==> config.mk <==
export PLATFORM = sky130hd
export DESIGN_NAME = monitor_decimal_multimodo
export DESIGN_NICKNAME = d
export VERILOG_FILES = /design/src/rtl/monitor_decimal_multimodo.sv
export SDC_FILE = /design/constraint.sdc
export NUM_CORES = 1
export LEC_CHECK = 0
export BUFFER_PORTS_ARGS = -buffer_cell sky130_fd_sc_hd__buf_2
export CAP_MARGIN = 20
export CORE_MARGIN = 3
export CORE_UTILIZATION = 45
export DETAILED_ROUTE_END_ITERATION = 10
export MAX_ROUTING_LAYER = met4
export PLACE_DENSITY = 0.71
export SETUP_SLACK_MARGIN = 0.05
export SLEW_MARGIN = 20
export SYNTH_ARGS = -nofsm -noshare
export SYNTH_HDL_FRONTEND = slang
export SYNTH_SLANG_ARGS = --single-unit
==> constraint.sdc <==
create_clock -name clock_placa -period 2.2 [get_ports clock_placa]
set_input_delay 0.33 -clock clock_placa [delete_from_list [all_inputs] [get_ports clock_placa]]
set_output_delay 0.33 -clock clock_placa [all_outputs]
set_load 0.1 [all_outputs]
==> src/rtl/monitor_decimal_multimodo.sv <==
// monitor_decimal_multimodo
// Shows an ANCHO-bit switch word in decimal on a DIGITOS-digit multiplexed
// 7-segment display. The word is read as unsigned (modo=0) or as
// two's-complement signed (modo=1). A sequential double-dabble engine makes
// the conversion, one bit per cycle. Leading zeros are blanked, and a minus
// sign sits directly left of the most significant digit.
module monitor_decimal_multimodo #(
    parameter int ANCHO        = 8,
    parameter int DIGITOS      = 4,
    parameter int DIV_REFRESCO = 16
) (
    input  logic               clock_placa,
    input  logic               reset_n,
    input  logic [ANCHO-1:0]   switches,
    input  logic               modo,
    output logic [7:0]         reg7SEG,
    output logic [DIGITOS-1:0] sel_pantalla,
    output logic               ocupado
);

    localparam int BCD_W = 4 * DIGITOS;
    localparam int CNT_W = $clog2(ANCHO + 1);
    localparam int PRE_W = (DIV_REFRESCO > 1) ? $clog2(DIV_REFRESCO) : 1;
    localparam int IDX_W = (DIGITOS > 1) ? $clog2(DIGITOS) : 1;

    // Conversion controller. The state is kept in a named enum so that
    // checkers can bind to it directly.
    typedef enum logic [1:0] {
        REPOSO    = 2'd0,
        DESPLAZA  = 2'd1,
        ACTUALIZA = 2'd2
    } estado_t;

    estado_t estado;
    estado_t estado_sig;
    logic    ocupado_sig;

    // Last value converted. Changed inputs are detected against this value.
    logic [ANCHO-1:0] ult_sw;
    logic             ult_modo;

    // Inputs as captured at the start of the conversion now running.
    logic [ANCHO-1:0] cap_sw;
    logic             cap_modo;

    // Double-dabble working registers.
    logic [ANCHO-1:0]       operando;
    logic [BCD_W-1:0]       bcd;
    logic [BCD_W-1:0]       bcd_aj;
    logic [BCD_W+ANCHO-1:0] desplazado;
    logic [CNT_W-1:0]       pasos;
    logic                   signo;

    // Display latch. It is written in one cycle, so a scan never shows
    // half of a conversion.
    logic [BCD_W-1:0] latch_bcd;
    logic             latch_signo;

    // Scan state.
    logic [PRE_W-1:0] prescaler;
    logic [IDX_W-1:0] indice;
    logic [7:0]       seg_sig;
    logic [DIGITOS-1:0] sel_sig;

    // Operand preparation. In signed mode a negative word is replaced by
    // its magnitude (-x mod 2^ANCHO), so the most negative value still
    // converts correctly as an unsigned magnitude.
    logic             cambio;
    logic             negativo;
    logic [ANCHO-1:0] magnitud;

    assign cambio   = ({modo, switches} != {ult_modo, ult_sw});
    assign negativo = modo & switches[ANCHO-1];
    assign magnitud = negativo ? (~switches + ANCHO'(1)) : switches;

    // Segment code for one decimal digit, active-low, with dp off.
    function automatic logic [7:0] codigo_7seg(input logic [3:0] n);
        logic [7:0] c;
        case (n)
            4'd0:    c = 8'hC0;
            4'd1:    c = 8'hF9;
            4'd2:    c = 8'hA4;
            4'd3:    c = 8'hB0;
            4'd4:    c = 8'h99;
            4'd5:    c = 8'h92;
            4'd6:    c = 8'h82;
            4'd7:    c = 8'hF8;
            4'd8:    c = 8'h80;
            4'd9:    c = 8'h90;
            default: c = 8'hFF;
        endcase
        return c;
    endfunction

    // Controller state register. ocupado is registered from the next state,
    // so it is high exactly while the engine is away from REPOSO.
    always_ff @(posedge clock_placa or negedge reset_n) begin
        if (!reset_n) begin
            estado  <= REPOSO;
            ocupado <= 1'b0;
        end else begin
            estado  <= estado_sig;
            ocupado <= ocupado_sig;
        end
    end

    // Next-state logic: idle until the inputs differ from the last value
    // converted, shift ANCHO times, then publish the result for one cycle.
    always_comb begin
        estado_sig = estado;
        case (estado)
            REPOSO: begin
                if (cambio) begin
                    estado_sig = DESPLAZA;
                end
            end
            DESPLAZA: begin
                if (pasos == CNT_W'(1)) begin
                    estado_sig = ACTUALIZA;
                end
            end
            ACTUALIZA: begin
                estado_sig = REPOSO;
            end
            default: begin
                estado_sig = REPOSO;
            end
        endcase
        ocupado_sig = (estado_sig != REPOSO);
    end

    // Double-dabble step: add 3 to every nibble of 5 or more, then shift
    // {BCD, operand} left by one. The top BCD bit drops out of the shift.
    always_comb begin
        bcd_aj = bcd;
        for (int i = 0; i < DIGITOS; i++) begin
            if (bcd[4*i +: 4] >= 4'd5) begin
                bcd_aj[4*i +: 4] = bcd[4*i +: 4] + 4'd3;
            end
        end
        desplazado = {bcd_aj, operando} << 1;
    end

    // Conversion datapath: capture, shift, and publish to the display latch.
    always_ff @(posedge clock_placa or negedge reset_n) begin
        if (!reset_n) begin
            ult_sw      <= '0;
            ult_modo    <= 1'b0;
            cap_sw      <= '0;
            cap_modo    <= 1'b0;
            operando    <= '0;
            bcd         <= '0;
            pasos       <= '0;
            signo       <= 1'b0;
            latch_bcd   <= '0;
            latch_signo <= 1'b0;
        end else begin
            case (estado)
                REPOSO: begin
                    if (cambio) begin
                        cap_sw   <= switches;
                        cap_modo <= modo;
                        operando <= magnitud;
                        signo    <= negativo;
                        bcd      <= '0;
                        pasos    <= CNT_W'(ANCHO);
                    end
                end
                DESPLAZA: begin
                    bcd      <= desplazado[BCD_W+ANCHO-1:ANCHO];
                    operando <= desplazado[ANCHO-1:0];
                    pasos    <= pasos - CNT_W'(1);
                end
                ACTUALIZA: begin
                    latch_bcd   <= bcd;
                    latch_signo <= signo;
                    // The captured inputs are stored, not the current ones,
                    // so a change made during the conversion is picked up
                    // on return to REPOSO.
                    ult_sw      <= cap_sw;
                    ult_modo    <= cap_modo;
                end
                default: begin
                end
            endcase
        end
    end

    // Scan timing: each digit is held DIV_REFRESCO cycles, and the index
    // walks from the rightmost digit to the leftmost.
    always_ff @(posedge clock_placa or negedge reset_n) begin
        if (!reset_n) begin
            prescaler <= '0;
            indice    <= '0;
        end else if (prescaler == PRE_W'(DIV_REFRESCO - 1)) begin
            prescaler <= '0;
            if (indice == IDX_W'(DIGITOS - 1)) begin
                indice <= '0;
            end else begin
                indice <= indice + IDX_W'(1);
            end
        end else begin
            prescaler <= prescaler + PRE_W'(1);
        end
    end

    // Pattern for the selected digit: a number up to the most significant
    // nonzero digit (digit 0 always), the minus sign just left of it, and
    // blank elsewhere.
    always_comb begin
        int         msd;
        logic [3:0] nibble;
        msd    = 0;
        nibble = 4'd0;
        for (int i = 0; i < DIGITOS; i++) begin
            if (latch_bcd[4*i +: 4] != 4'd0) begin
                msd = i;
            end
            if (i == int'(indice)) begin
                nibble = latch_bcd[4*i +: 4];
            end
        end
        if (int'(indice) <= msd) begin
            seg_sig = codigo_7seg(nibble);
        end else if ((int'(indice) == msd + 1) && latch_signo) begin
            seg_sig = 8'hBF;
        end else begin
            seg_sig = 8'hFF;
        end
        sel_sig = ~(DIGITOS'(1) << indice);
    end

    // Display outputs are registered every cycle from the index and the latch.
    always_ff @(posedge clock_placa or negedge reset_n) begin
        if (!reset_n) begin
            reg7SEG      <= 8'hFF;
            sel_pantalla <= '1;
        end else begin
            reg7SEG      <= seg_sig;
            sel_pantalla <= sel_sig;
        end
    end

endmodule

==> results.py <==
metrics = {
    "outcome": {
        "status": "finished, final reports clean",
    },
    "placement": {
        "dpl.hpwl_mm": 5.728,
        "pre_cts_ws_ns": 0.02146,
        "gp_congestion": 0.8345,
        "io_buffers": 22,
    },
    "critical_path": {
        "crit_arrival_ns": 2.30,
        "r2r-start": "indice[1]",
        "crit_path_end": "reg7SEG[0]",
        "crit_path_start_kind": "flop",
        "critPathLaunch": "indice[1]",
        "rr_worst_depth": 9,
        "setup.worst_path.class": "reg2reg",
        "cp_max_fo": 6,
        "regToRegSetupSlack_ns": 0.17,
        "critPathCaptureType": "flop",
        "critPathRequiredTime_ns": 2.48,
        "regToRegEndpoint": "reg7SEG[0]",
    },
    "global_route": {
        "grt_pass1_wl_mm": 14.03,
        "antenna_found_initial": 0,
        "gr-total-overflow": 0,
        "track_usage_pct": 17.59,
        "grt_start_max_net_pins": 49,
        "grt_pass1_vias": 2926,
    },
    "clock_network": {
        "clk_pin_slew_worst_paths_ns": 0.08,
        "cts_tree": "done",
        "cts_num_sinks": 84,
        "root_buffer": "clkbuf_8",
        "clock_latency_ns": 0.36,
        "cts_max_level": 3,
        "cts_buffers": 9,
        "cts_buffer_depth": 2,
    },
    "yosys": {
        "yosysUniqueCellTypes": 46,
        "netlist_area_sq_um": 4228,
        "synth_edf_count": 0,
        "synth-seq-cells": 84,
        "synth_common_cells": "dfrtp_1, nand2_1, inv_1, mux2_2, ha_1",
        "ys_top_cells_by_area": "dfrtp_1, mux2_2, ha_1",
        "synth_warnings": 0,
        "synth_flop_cell": "dfrtp_1",
        "async_flop_share_pct": 100.0,
        "ys_seq_area_share_pct": 50.04,
        "synth_fp_nets": 419,
        "synth_top_area_share_pct": 43.21,
        "syn_avg_cell_area_sq_um": 11.01,
        "netlist_instances": 384,
        "synth.largest_area_cell": "dfrtp_1",
        "synth.most_common_cell": "dfrtp_1",
    },
    "routing": {
        "routedWlPerCell_um": 15.43,
        "drc": 0,
        "viasPerCell": 5.446,
        "drt_pass1_iterations": 5,
        "drt_wl_total_mm": 8.299,
        "ant_nets": 0,
        "drt_first_iter_violations": 144,
        "vias": 2930,
        "wl_met3_um": 242,
        "met1_length_mm": 3.813,
        "highest-signal-layer": "met4",
        "dr_wl_met2_mm": 4.015,
    },
    "finish": {
        "utilization_pct": 54.29,
        "drive_gt1_share_pct": 27.67,
        "nets": 460,
        "diodes": 0,
        "area_growth_pct": 14.71,
    },
    "floorplan": {
        "core_sq_um": 8934,
        "die_w_um": 102.9,
        "rows": 34,
        "dieHeight_um": 102.9,
        "start_util_pct": 47.32,
        "die-area_sq_um": 10590,
        "io_pins": 24,
    },
    "timing": {
        "layout_min_cycle_time_ns": 2.028,
        "tightestPinTransition_ns": 0.8619,
        "fin_setup_tns_ns": 0,
        "skew_ns": 0.01264,
        "rsz0062_at_grt": "yes",
        "fin_ws_ns": 0.1722,
        "setup_viol": 0,
        "fmax_ghz": 0.4931,
        "hold_viol_final": 0,
        "relSlewSlack_pct": 42.22,
        "finalMaxSlewViolations": 0,
        "min_period_over_period_pct": 92.17,
    },
    "power_and_ir_drop": {
        "p_per_area_nw_per_um2": 1428,
        "p_leak_uw": 0.002217,
        "peakVddDrop_mv": 0.6922,
    },
    "worst_hold_path": {
        "hold_class": "in2reg",
    },
    "job": {
        "max_cap_violations": 0,
    },
}
==> final cells by class <==
| class | count | area (sq um) |
|---|---|---|
| clock buffers | 11 | 141.4 |
| repair buffers | 42 | 277.8 |
| flip-flops and latches | 84 | 2118 |
| well taps | 108 | 135.1 |
| inverters | 34 | 130.1 |
| multi-input cells | 254 | 1963 |
| fillers | 790 | 4084 |
| clock inverters | 5 | 83.83 |
==> state kept, by name, indices dropped and copies added, names as in the netlist, 2 cells and up <==
signal	count
reg7SEG	7
bcd	16
prescaler	4
pasos	4
ult_sw	8
operando	8
sel_pantalla	4
latch_bcd	16
estado	2
cap_sw	8
indice	2
==> routing by layer <==
metal / vias to the layer above / track usage, %
met3: 22 / 3.383
met4: 0 / 7.669
li1: 1418 / -
met2: 50 / 27.38
met5: - / -
met1: 1440 / 22.40
==> cell families after synthesis <==
family | after synthesis | synth area share (%)
flip-flops | 84 | 50.04
other | 1 | 0.08870
XOR/XNOR | 24 | 4.972
adder cells (fa/ha/maj) | 24 | 7.103
AO/OA/AOI/OAI | 78 | 12.37
buffers and inverters | 47 | 4.853
multiplexers | 41 | 10.83
AND/OR/NAND/NOR | 85 | 9.737
==> critical path: stages, from the launching register on <==
cell and delay [ns]:
dfrtp_2 0.44, ha_2 0.28, nand2b_1 0.20, o22ai_1 0.11, a31oi_2 0.17, inv_1 0.11
ha_1 0.22, mux2_1 0.28, nor2_1 0.09, o21ai_1 0.06
==> through the flow <==
step,instance area [sq um],hold slack (ns),instances,power [uW]
6_report,4850,0.2314,538,6926
5_1_grt,4850,0.2389,538,7514
4_1_cts,4788,0.2229,536,6919
3_5_place_dp,4548,0.3417,519,5664
3_3_place_gp,4548,0.3397,519,5512
2_1_floorplan,4228,0.03441,384,4980
==> report_power, final <==
group,switching (uW),leakage (uW),internal (uW)
clock,557,0.000106,675
combinational,1870,0.00107,1230
sequential,432,0.00105,2160
==> what timing repair did <==
item / 4_1_cts / 5_1_grt
buffers inserted: 0 / 1
pin swaps: 0 / 2
hold endpoints to repair: 36 / 0
cloned: 0 / 1
endpoints found under the setup margin: 1 / 22
hold buffers: 1 / 0
resized for setup: 2 / 13
==> worst min-delay path by stage <==
stage | cells past startpoint | end | slack, ns | from
after CTS | 2 | cap_sw[0] | 0.22 | switches[0]
after floorplan | 0 | bcd[0] | 0.03 | reset_n
final | 2 | cap_sw[0] | 0.23 | switches[0]
after global routing | 2 | cap_sw[0] | 0.24 | switches[0]
after detailed placement | 1 | cap_modo | 0.34 | reset_n
after global placement | 1 | ult_modo | 0.34 | reset_n
==> cell usage in the layout (no fill, tap or decap), types with 7 or more instances in the layout <==
| cell type | n |
|---|---|
| a21oi_1 | 20 |
| buf_2 | 21 |
| buf_4 | 19 |
| clkbuf_8 | 10 |
| dfrtp_1 | 71 |
| dfstp_2 | 11 |
| ha_1 | 20 |
| inv_1 | 29 |
| mux2_1 | 10 |
| mux2_2 | 28 |
| nand2_1 | 32 |
| nand2b_1 | 7 |
| nand3_1 | 9 |
| nor2_1 | 20 |
| o21ai_1 | 12 |
| o22ai_1 | 11 |
| xnor2_1 | 13 |
| xor2_1 | 11 |
No activity file was read; power rests on OpenSTA's default activity.
